### config.mk
export PLATFORM = sky130hd
export DESIGN_NAME = tlp_rx_dispatcher_flat
export DESIGN_NICKNAME = d
export VERILOG_FILES = /design/src/rtl/tlp_rx_dispatcher_if.sv /design/src/rtl/tlp_rx_dispatcher.sv /design/src/flat_wrapper.sv
export SDC_FILE = /design/constraint.sdc
export NUM_CORES = 1
export LEC_CHECK = 0
export BUFFER_PORTS_ARGS = -buffer_cell sky130_fd_sc_hd__buf_4
export CORE_MARGIN = 5
export CORE_UTILIZATION = 60
export CTS_CLUSTER_SIZE = 12
export DETAILED_ROUTE_END_ITERATION = 6
export PLACE_DENSITY_LB_ADDON = 0.08
export SLEW_MARGIN = 40
export SYNTH_ARGS = -nofsm -noshare
export SYNTH_HDL_FRONTEND = slang
export SYNTH_SLANG_ARGS = --single-unit
### constraint.sdc
create_clock -name PCLK -period 6.7 [get_ports PCLK]
set_clock_uncertainty 0.05 [all_clocks]
set_input_delay 1.005 -clock PCLK [delete_from_list [all_inputs] [get_ports PCLK]]
set_output_delay 1.005 -clock PCLK [all_outputs]
set_load 0.01 [all_outputs]
### src/rtl/tlp_rx_dispatcher_if.sv
// Dispatcher bundle: inbound TLP dword stream plus the bridge-facing request and buffer signals.
// master = dispatcher side, slave = stream source and APB bridge side.
interface tlp_rx_dispatcher_if;
    logic        RX_VALID;
    logic        RX_READY;
    logic [31:0] RX_DATA;
    logic        RX_SOP;
    logic        RX_EOP;
    logic        PENABLE;
    logic        PREADY;
    logic [2:0]  tlp_mem_io_msg_cpl_conf;
    logic        tlp_address_32_64;
    logic        tlp_read_write;
    logic [3:0]  first_dw_be;
    logic [3:0]  last_dw_be;
    logic [31:0] lower_addr;
    logic [11:0] config_dw_number;
    logic [7:0]  tlp_tag;
    logic [15:0] tlp_requester_id;
    logic [31:0] data;
    logic        last_dw;
    logic        DATA_BUFF_EMPTY;
    logic        DATA_BUFF_RD_EN;
    logic        RX_ERR;
    logic [15:0] DROP_COUNT;

    modport master (
        input  RX_VALID, RX_DATA, RX_SOP, RX_EOP, PREADY, DATA_BUFF_RD_EN,
        output RX_READY, PENABLE, tlp_mem_io_msg_cpl_conf, tlp_address_32_64,
               tlp_read_write, first_dw_be, last_dw_be, lower_addr, config_dw_number,
               tlp_tag, tlp_requester_id, data, last_dw, DATA_BUFF_EMPTY, RX_ERR, DROP_COUNT
    );

    modport slave (
        output RX_VALID, RX_DATA, RX_SOP, RX_EOP, PREADY, DATA_BUFF_RD_EN,
        input  RX_READY, PENABLE, tlp_mem_io_msg_cpl_conf, tlp_address_32_64,
               tlp_read_write, first_dw_be, last_dw_be, lower_addr, config_dw_number,
               tlp_tag, tlp_requester_id, data, last_dw, DATA_BUFF_EMPTY, RX_ERR, DROP_COUNT
    );
endinterface

### src/rtl/tlp_rx_dispatcher.sv
// Decodes inbound MEM/CONF TLPs, buffers the payload and hands them to the APB bridge.
// Define RX_DROP_CNT_EN to build the saturating dropped-TLP counter on DROP_COUNT.
//
// state      | meaning
// S_IDLE     | waiting for an SOP dword
// S_HDR      | collecting DW1..DW2 (3DW) or DW1..DW3 (4DW)
// S_PAYLOAD  | buffering write payload, down-counting remaining dwords
// S_DISPATCH | PENABLE high, fields held, waiting for PREADY
// S_DROP     | discarding dwords up to EOP
module tlp_rx_dispatcher #(
    parameter int DATA_DEPTH = 16
) (
    input logic                 PCLK,
    input logic                 PRESET,
    tlp_rx_dispatcher_if.master bus
);
    localparam int          AW      = $clog2(DATA_DEPTH);
    localparam logic [10:0] MAX_LEN = 11'(DATA_DEPTH);

    typedef enum logic [2:0] {S_IDLE, S_HDR, S_PAYLOAD, S_DISPATCH, S_DROP} state_t;

    state_t      state;
    logic        rx_ready;
    logic        penable;
    logic        rx_err;
    logic [2:0]  tlp_type;
    logic        addr_64;
    logic        is_write;
    logic        type_ok;
    logic [3:0]  fbe;
    logic [3:0]  lbe;
    logic [29:0] addr_dw;
    logic [9:0]  cfg_dw;
    logic [7:0]  tag;
    logic [15:0] req_id;
    logic [10:0] len_left;
    logic [1:0]  hdr_idx;

    logic [32:0] buf_mem [DATA_DEPTH];
    logic [AW:0] wr_ptr;
    logic [AW:0] rd_ptr;
    logic        buf_empty;
    logic [32:0] buf_head;

    logic [31:0] rx_dw;
    logic        rx_eop;
    logic        rx_fire;
    logic        hdr_last;
    logic        dw0_mem;
    logic        dw0_conf;

    assign rx_dw     = bus.RX_DATA;
    assign rx_eop    = bus.RX_EOP;
    assign rx_fire   = bus.RX_VALID & rx_ready;
    assign dw0_mem   = rx_dw[28:24] == 5'b00000;
    assign dw0_conf  = rx_dw[28:25] == 4'b0010;
    assign hdr_last  = hdr_idx == (addr_64 ? 2'd3 : 2'd2);
    assign buf_empty = wr_ptr == rd_ptr;
    assign buf_head  = buf_mem[rd_ptr[AW-1:0]];

    always_ff @(posedge PCLK) begin
        if (PRESET) begin
            state    <= S_IDLE;
            rx_ready <= 1'b0;
            penable  <= 1'b0;
            rx_err   <= 1'b0;
            tlp_type <= 3'd0;
            addr_64  <= 1'b0;
            is_write <= 1'b0;
            type_ok  <= 1'b0;
            fbe      <= 4'd0;
            lbe      <= 4'd0;
            addr_dw  <= 30'd0;
            cfg_dw   <= 10'd0;
            tag      <= 8'd0;
            req_id   <= 16'd0;
            len_left <= 11'd0;
            hdr_idx  <= 2'd0;
            wr_ptr   <= '0;
            rd_ptr   <= '0;
        end else begin
            rx_err <= 1'b0;
            if (bus.DATA_BUFF_RD_EN && !buf_empty)
                rd_ptr <= rd_ptr + 1'b1;
            // flush assignments below are placed after the pop so they take precedence
            case (state)
                S_IDLE: begin
                    rx_ready <= 1'b1;
                    if (rx_fire && bus.RX_SOP) begin
                        addr_64  <= rx_dw[29];
                        is_write <= rx_dw[30];
                        type_ok  <= dw0_mem | dw0_conf;
                        tlp_type <= dw0_conf ? 3'd4 : 3'd0;
                        len_left <= {rx_dw[9:0] == 10'd0, rx_dw[9:0]};
                        hdr_idx  <= 2'd1;
                        if (rx_eop)
                            rx_err <= 1'b1;
                        else
                            state <= S_HDR;
                    end
                end
                S_HDR: begin
                    if (rx_fire) begin
                        if (bus.RX_SOP) begin
                            rx_err <= 1'b1;
                            state  <= rx_eop ? S_IDLE : S_DROP;
                        end else begin
                            hdr_idx <= hdr_idx + 2'd1;
                            case (hdr_idx)
                                2'd1: begin
                                    req_id <= rx_dw[31:16];
                                    tag    <= rx_dw[15:8];
                                    lbe    <= rx_dw[7:4];
                                    fbe    <= rx_dw[3:0];
                                end
                                2'd2: begin
                                    cfg_dw <= rx_dw[11:2];
                                    if (!addr_64)
                                        addr_dw <= rx_dw[31:2];
                                end
                                default: addr_dw <= rx_dw[31:2];
                            endcase
                            if (!hdr_last) begin
                                if (rx_eop) begin
                                    rx_err <= 1'b1;
                                    state  <= S_IDLE;
                                end
                            end else if (!type_ok || (is_write && (len_left > MAX_LEN || rx_eop))) begin
                                rx_err <= 1'b1;
                                state  <= rx_eop ? S_IDLE : S_DROP;
                            end else if (!is_write) begin
                                if (rx_eop) begin
                                    // bridge needs a non-empty buffer even for reads
                                    buf_mem[wr_ptr[AW-1:0]] <= {1'b1, 32'h0};
                                    wr_ptr   <= wr_ptr + 1'b1;
                                    penable  <= 1'b1;
                                    rx_ready <= 1'b0;
                                    state    <= S_DISPATCH;
                                end else begin
                                    rx_err <= 1'b1;
                                    state  <= S_DROP;
                                end
                            end else begin
                                state <= S_PAYLOAD;
                            end
                        end
                    end
                end
                S_PAYLOAD: begin
                    if (rx_fire) begin
                        if (bus.RX_SOP || (rx_eop != (len_left == 11'd1))) begin
                            wr_ptr <= '0;
                            rd_ptr <= '0;
                            rx_err <= 1'b1;
                            state  <= rx_eop ? S_IDLE : S_DROP;
                        end else begin
                            buf_mem[wr_ptr[AW-1:0]] <= {len_left == 11'd1, rx_dw};
                            wr_ptr   <= wr_ptr + 1'b1;
                            len_left <= len_left - 11'd1;
                            if (rx_eop) begin
                                penable  <= 1'b1;
                                rx_ready <= 1'b0;
                                state    <= S_DISPATCH;
                            end
                        end
                    end
                end
                S_DISPATCH: begin
                    if (bus.PREADY) begin
                        penable  <= 1'b0;
                        rx_ready <= 1'b1;
                        wr_ptr   <= '0;
                        rd_ptr   <= '0;
                        state    <= S_IDLE;
                    end
                end
                S_DROP: begin
                    if (rx_fire && rx_eop)
                        state <= S_IDLE;
                end
                default: state <= S_IDLE;
            endcase
        end
    end

`ifdef RX_DROP_CNT_EN
    logic [15:0] drop_cnt;

    always_ff @(posedge PCLK) begin
        if (PRESET)
            drop_cnt <= 16'd0;
        else if (rx_err && drop_cnt != 16'hFFFF)
            drop_cnt <= drop_cnt + 16'd1;
    end

    assign bus.DROP_COUNT = drop_cnt;
`else
    assign bus.DROP_COUNT = 16'h0000;
`endif

    assign bus.RX_READY                = rx_ready;
    assign bus.PENABLE                 = penable;
    assign bus.RX_ERR                  = rx_err;
    assign bus.tlp_mem_io_msg_cpl_conf = tlp_type;
    assign bus.tlp_address_32_64       = addr_64;
    assign bus.tlp_read_write          = is_write;
    assign bus.first_dw_be             = fbe;
    assign bus.last_dw_be              = lbe;
    assign bus.lower_addr              = {addr_dw, 2'b00};
    assign bus.config_dw_number        = {cfg_dw, 2'b00};
    assign bus.tlp_tag                 = tag;
    assign bus.tlp_requester_id        = req_id;
    assign bus.data                    = buf_empty ? 32'h0 : buf_head[31:0];
    assign bus.last_dw                 = !buf_empty && buf_head[32];
    assign bus.DATA_BUFF_EMPTY         = buf_empty;
endmodule

### src/flat_wrapper.sv
// flat-port wrapper written by rule: the top's interface ports become plain ports
module tlp_rx_dispatcher_flat 
#(
    parameter int DATA_DEPTH = 16
)
  (PCLK, PRESET, bus_RX_VALID, bus_RX_DATA, bus_RX_SOP, bus_RX_EOP, bus_PREADY, bus_DATA_BUFF_RD_EN, bus_RX_READY, bus_PENABLE, bus_tlp_mem_io_msg_cpl_conf, bus_tlp_address_32_64, bus_tlp_read_write, bus_first_dw_be, bus_last_dw_be, bus_lower_addr, bus_config_dw_number, bus_tlp_tag, bus_tlp_requester_id, bus_data, bus_last_dw, bus_DATA_BUFF_EMPTY, bus_RX_ERR, bus_DROP_COUNT);
  tlp_rx_dispatcher_if bus_i ();
  input logic PCLK;
  input logic PRESET;
  input wire logic [$bits(bus_i.RX_VALID)-1:0] bus_RX_VALID;
  input wire logic [$bits(bus_i.RX_DATA)-1:0] bus_RX_DATA;
  input wire logic [$bits(bus_i.RX_SOP)-1:0] bus_RX_SOP;
  input wire logic [$bits(bus_i.RX_EOP)-1:0] bus_RX_EOP;
  input wire logic [$bits(bus_i.PREADY)-1:0] bus_PREADY;
  input wire logic [$bits(bus_i.DATA_BUFF_RD_EN)-1:0] bus_DATA_BUFF_RD_EN;
  output wire logic [$bits(bus_i.RX_READY)-1:0] bus_RX_READY;
  output wire logic [$bits(bus_i.PENABLE)-1:0] bus_PENABLE;
  output wire logic [$bits(bus_i.tlp_mem_io_msg_cpl_conf)-1:0] bus_tlp_mem_io_msg_cpl_conf;
  output wire logic [$bits(bus_i.tlp_address_32_64)-1:0] bus_tlp_address_32_64;
  output wire logic [$bits(bus_i.tlp_read_write)-1:0] bus_tlp_read_write;
  output wire logic [$bits(bus_i.first_dw_be)-1:0] bus_first_dw_be;
  output wire logic [$bits(bus_i.last_dw_be)-1:0] bus_last_dw_be;
  output wire logic [$bits(bus_i.lower_addr)-1:0] bus_lower_addr;
  output wire logic [$bits(bus_i.config_dw_number)-1:0] bus_config_dw_number;
  output wire logic [$bits(bus_i.tlp_tag)-1:0] bus_tlp_tag;
  output wire logic [$bits(bus_i.tlp_requester_id)-1:0] bus_tlp_requester_id;
  output wire logic [$bits(bus_i.data)-1:0] bus_data;
  output wire logic [$bits(bus_i.last_dw)-1:0] bus_last_dw;
  output wire logic [$bits(bus_i.DATA_BUFF_EMPTY)-1:0] bus_DATA_BUFF_EMPTY;
  output wire logic [$bits(bus_i.RX_ERR)-1:0] bus_RX_ERR;
  output wire logic [$bits(bus_i.DROP_COUNT)-1:0] bus_DROP_COUNT;
  assign bus_i.RX_VALID = bus_RX_VALID;
  assign bus_i.RX_DATA = bus_RX_DATA;
  assign bus_i.RX_SOP = bus_RX_SOP;
  assign bus_i.RX_EOP = bus_RX_EOP;
  assign bus_i.PREADY = bus_PREADY;
  assign bus_i.DATA_BUFF_RD_EN = bus_DATA_BUFF_RD_EN;
  assign bus_RX_READY = bus_i.RX_READY;
  assign bus_PENABLE = bus_i.PENABLE;
  assign bus_tlp_mem_io_msg_cpl_conf = bus_i.tlp_mem_io_msg_cpl_conf;
  assign bus_tlp_address_32_64 = bus_i.tlp_address_32_64;
  assign bus_tlp_read_write = bus_i.tlp_read_write;
  assign bus_first_dw_be = bus_i.first_dw_be;
  assign bus_last_dw_be = bus_i.last_dw_be;
  assign bus_lower_addr = bus_i.lower_addr;
  assign bus_config_dw_number = bus_i.config_dw_number;
  assign bus_tlp_tag = bus_i.tlp_tag;
  assign bus_tlp_requester_id = bus_i.tlp_requester_id;
  assign bus_data = bus_i.data;
  assign bus_last_dw = bus_i.last_dw;
  assign bus_DATA_BUFF_EMPTY = bus_i.DATA_BUFF_EMPTY;
  assign bus_RX_ERR = bus_i.RX_ERR;
  assign bus_DROP_COUNT = bus_i.DROP_COUNT;
  tlp_rx_dispatcher #(.DATA_DEPTH(DATA_DEPTH)) u_core (.PCLK(PCLK), .PRESET(PRESET), .bus(bus_i));
endmodule
== Yosys cells after proc, flatten, opt, wreduce, memory -nomap -nowiden ==
Memories as Yosys holds them, arrays and structs flattened. A register that Yosys moved wholly into a read port is not among the register bits.
Index checks and enable logic that the tools add are counted.
W data, S select, Z words.
Storage, ports and cells
  register bits after elaboration: 107
  bits in writable memories: 528
  bits of input ports: 39
  memories: 1
  logic and storage cells: 172
  output and inout port bits: 134
Memories
  u_core.buf_mem: words 16, bits a word 33, rd ports 1, clocked after memory_dff 1, wr ports 1, RTL line tlp_rx_dispatcher.sv:39  | logic [32:0] buf_mem [DATA_DEPTH];
Cells by class
  bitwise operators: 5
  magnitude comparators: 1
  muxes and demuxes: 90
  reduce and logical (&&, ||, !) cells: 27
  eq/ne operators: 26
  add/subtract/negate cells: 4
Operator list (number)
  $mux W5: 13
  $pmux W30 S2: 1
  $mux W3: 16
  $mux W1: 42
  $mux W11: 3
  $mux W33: 1
  $mux W32: 1
  $mux W30: 1
  $reduce_and A9 Y1: 3
  $pmux W11 S2: 1
  $ne A2 B2 Y1 const B: 8
  $reduce_and A4 Y1: 4
  $pmux W3 S5: 1
  $pmux W5 S3: 1
  $eq A11 B1 Y1 const B: 1
  $gt A11 B5 Y1 const B: 1
  $sub A11 B1 Y11 const B: 1
  $add A5 B1 Y5 const B: 2
  $logic_not A10 Y1: 1
  $ne A2 B1 Y1 const B: 5
  $pmux W5 S2: 1
  $reduce_and A8 Y1: 1
  $eq A3 B2 Y1 const B: 2
  $mux W2: 3
  other kinds (28): 39

== Logic depth before layout (Yosys ltp) ==
  word-level depth: 12
  depth in mapped cells: 9
  depth with buffers taken out: 8

== Least setup slack after synthesis ==
OpenSTA, ideal clock, no wires.
  kind: input port to flip-flop
  start: input port bus_RX_EOP
  end: memory u_core.buf_mem[0][0], enable pin
  data arrival time: 4.560 ns
  path buffers: 1
  data required time: 6.186 ns
  library setup time: 0.464 ns
  stages on the path: 7
  path slack: 1.626 ns
  path through: clkbuf_1 -> inv_1 -> nor3_1 -> a21oi_2 -> a211oi_2 -> nand2_1 -> nor3_1
Between the ends
  longest elaborated chain between the ends: 11
Ends and longest elaborated chain
  start, declared: RTL line flat_wrapper.sv:13  | input wire logic [$bits(bus_i.RX_EOP)-1:0] bus_RX_EOP;
  $logic_or A1 B1 Y1: RTL line tlp_rx_dispatcher.sv:128  | end else if (!type_ok || (is_write && (len_left > MAX_LEN || rx_eop))) begin
  $logic_and A1 B1 Y1: RTL line tlp_rx_dispatcher.sv:128
  $logic_or A1 B1 Y1: RTL line tlp_rx_dispatcher.sv:128
  $mux W1: RTL line tlp_rx_dispatcher.sv:128
  $mux W1: RTL line tlp_rx_dispatcher.sv:123  | if (!hdr_last) begin
  $mux W1: RTL line tlp_rx_dispatcher.sv:104  | if (bus.RX_SOP) begin
  $mux W1: RTL line tlp_rx_dispatcher.sv:103  | if (rx_fire) begin
  $mux W1: RTL line tlp_rx_dispatcher.sv:86  | case (state)
  $mux W1: RTL line tlp_rx_dispatcher.sv:62  | if (PRESET) begin
  $mux W1 (implied by the code): RTL line tlp_rx_dispatcher.sv:134  | buf_mem[wr_ptr[AW-1:0]] <= {1'b1, 32'h0};
  $or A1 B1 Y1 (no line) (*)
  end, declared: RTL line tlp_rx_dispatcher.sv:39
Mark *: on every way between the ends. The rest lies on a longest branch, timed or not.

== Final worst setup path ==
  start: register u_core.rd_ptr[0]
  end: output port bus_last_dw
Between the ends
  longest elaborated chain between the ends: 3
Ends and longest elaborated chain
  start, declared: RTL line tlp_rx_dispatcher.sv:41  | logic [AW:0] rd_ptr;
  start signal, assigned: RTL line tlp_rx_dispatcher.sv:84  | rd_ptr <= rd_ptr + 1'b1;
  $eq A5 B5 Y1: RTL line tlp_rx_dispatcher.sv:58  | assign buf_empty = wr_ptr == rd_ptr;
  $logic_not A1 Y1: RTL line tlp_rx_dispatcher.sv:214  | assign bus.last_dw = !buf_empty && buf_head[32];
  $logic_and A1 B1 Y1: RTL line tlp_rx_dispatcher.sv:214
  end, declared: RTL line flat_wrapper.sv:28  | output wire logic [$bits(bus_i.last_dw)-1:0] bus_last_dw;
No other way between the ends.

==> run metrics <==
outcome=completed; Worst Reg-to-Reg Cells=7; multiplexer share of the synthesized area=0.149; root buffer cell=clkbuf_16; Fin. Hold Viols=0; hold buffer count at cts=0; asr flop ratio synth=0; CTS tree=built; gp weighted congestion=0.871; register area=roughly 18000 µm²; Ant. Diodes=0; largest net degree at the start of global routing=70; Chip Height=215 µm; FF+latch count, synth=roughly 630; CP cell instances=buf_12 -> buf_12 -> mux4_2 -> mux4_2 -> nor2b_1 -> buf_4; dpl hpwl=34.2 mm; post-synthesis simple-gate area fraction=0.0701; fin crit period=4.51 ns; Leakage=9.59 nW; worst path bufs/invs=3; total gr overflow=0; kind of critical path=flop to primary output; Slew HR=0.425; FF-to-FF End=u_core.buf_mem[10][21]; post-CTS resize count=0; Critical Path Sink Type=primary output; FF-to-FF Start=u_core.state[1]; Hold Path Stages=2; maximum clock frequency=222 MHz; clk sink count=roughly 630; Max stage delay on crit path=0.64 ns; hold wc startpoint=u_core.bus.tlp_requester_id[15]; setup TNS=0 ns; CTS clk-pin slew, worst paths=about 0.060 ns; crit path launch type=flop; EDFF count, synth=~530; crit path from=u_core.rd_ptr[0]; pwr dens=263 nW/µm²; CTS Buf Count=slightly above 60; post-synthesis xor/xnor area fraction=0.00412; adder-cell area share of the yosys netlist=0.00497; worst slew pin tran=0.860 ns; post-synthesis compound-gate area fraction=0.0371; nets@finish=roughly 1700; family with the most delay on the worst path=multiplexers; Arr. time, crit path=3.46 ns; CP Depth=6; Final Cycle Share=0.673; largest family of logic cells by synthesized area=multiplexers; final WL=a little under 60 mm; Clock Latency Late Sink=between 0.6 and 0.7 ns; worst vdd ir=220 µV; Initial Utilization=0.603; DRT antenna net count=0; Post-Syn Instances=1460; Max H-tree Level=2; Die Width=approximately 210 µm; Synth Flop Type=edfxtp_1; Distinct cells, synth=63; Area after DPL=27100 µm²; synth warn=0; CP max stage cell=dfxtp_4; RSZ-0062 raised after global routing=no; hold slack=0.404 ns; Cell Area, Synth=25200 µm²; Routed WL per cell=approximately 27 µm; vias per cell=6.31; Worst EP required=5.64 ns; die area=around 46000 µm²; core area=41800 µm²; Max FO, Critical Path=63; DRT Pass-1 Iters=5; share of post-route cells with drive strength above 1=0.276; # fillers=2692; average cell area after synthesis=approximately 17 µm²; global-route usage over all layers=0.254; IO Pins=173; final setup vio count=0; first-pass GRT wire length=~88 mm; Endpoint, Worst Hold=u_core.bus.tlp_requester_id[15]; initial antenna violation count=1; setup repair bufs after CTS=0; Final Cell Area=28900 µm²; multi-input logic area=6890 µm²; DR DRC count=0; Worst Hold Class=flop to flop; Register-to-Register Setup Slack=2.67 ns; register area share after synthesis=0.713; Area growth syn-to-layout=14.5%; vias in the first global route=13867; clock tree buffer depth=3; port bufs=150; Core Rows=75; commonest non-fill, non-tap cell in the layout=edfxtp_1; Final Max Slew Viols=0; DR iter-0 viols=around 1400; vias post-DR=between 10000 and 15000; most frequent cells in the layout=edfxtp_1, buf_4, mux4_2; MaxCap Viol Count=0
[cell type report]
class,count,area share
Tap cell,539,0.0234
Timing Repair Buffer,186,0.0514
Inverter,11,0.00143
Clock inverter,8,0.00147
Clock buffer,99,0.0610
Sequential cell,633,0.623
Multi-Input combinational cell,731,0.239
[cell usage after synthesis, drive strengths merged, types with 6 or more instances]
cell | n | area share
edfxtp | 528 | 0.63
mux4 | 165 | 0.15
nand2 | 164 | 0.024
dfxtp | 105 | 0.083
a21oi | 95 | 0.019
buf | 54 | 0.012
clkbuf | 52 | 0.0077
nor2 | 42 | 0.0063
and2 | 36 | 0.0089
nor2b | 36 | 0.0089
nand3 | 25 | 0.0052
nor3 | 18 | 0.0040
o21ai | 18 | 0.0036
inv | 11 | 0.0016
ha | 10 | 0.0050
nand2b | 9 | 0.0022
a211oi | 7 | 0.0023
xnor2 | 7 | 0.0027
or3 | 6 | 0.0015
[cells by family after synthesis]
kind of cell    after synthesis
simple gates                363
mux                         169
other cells                   1
fa+ha+maj                    10
buf+inv                     117
compound gates              156
xor+xnor                     11
flops                       633
[worst register-to-register path, delay by kind of cell (launching register included)]
family / cells / cell delay [ns]
compound gates: 3 / 0.90
buf+inv: 1 / 0.44
flops: 1 / 0.56
simple gates: 3 / 1.74
[layer usage]
layer  wire length [µm]  part of all wire  GRT usage  vias to the layer above
met4                857             0.015     0.0543                        0
met5                  0                 0          0                        -
met3               5460             0.093     0.0514                       64
met1              23400              0.40      0.367                     7244
met2              28900              0.49      0.412                      635
li1                   -                 -          -                     5981
[worst max-delay path by stage]
stage	slack (ns)	to
after detailed placement	2.62	u_core.buf_mem[10][17]
after CTS	2.08	bus_data[16]
final	2.19	bus_last_dw
after floorplan	1.63	u_core.buf_mem[0][0]
after global placement	2.59	u_core.buf_mem[8][11]
after global routing	1.94	bus_data[16]
[state kept, by name, indices dropped and copies added, names as in the netlist, 2 cells and up]
signal and count:
u_core.addr_dw 30, u_core.buf_mem 528, u_core.bus.first_dw_be 4, u_core.bus.last_dw_be 4, u_core.bus.tlp_requester_id 16, u_core.bus.tlp_tag 8
u_core.cfg_dw 10, u_core.hdr_idx 2, u_core.len_left 11, u_core.rd_ptr 5, u_core.state 3, u_core.wr_ptr 5
[where the power goes]
| group | internal [mW] | total (mW) | switching (mW) | leakage, nW |
|---|---|---|---|---|
| Clock | 1.78 | 3.14 | 1.37 | 0.862 |
| Combinational | 0.0991 | 0.237 | 0.138 | 2.64 |
| Sequential | 4.21 | 4.22 | 0.0130 | 6.09 |
| Total | 6.08 | 7.60 | 1.52 | 9.59 |
[per-stage QoR]
stage,total power [mW],std cells,setup slack (ns),utilization
floorplan,4.45,1481,1.63,-
global placement,4.54,2096,2.59,0.646
detailed placement,4.54,2100,2.62,0.648
CTS,7.65,2207,2.08,0.691
global route,7.84,2207,1.94,0.691
finish,7.60,2207,2.19,0.691
No activity file was read; power rests on OpenSTA's default activity.
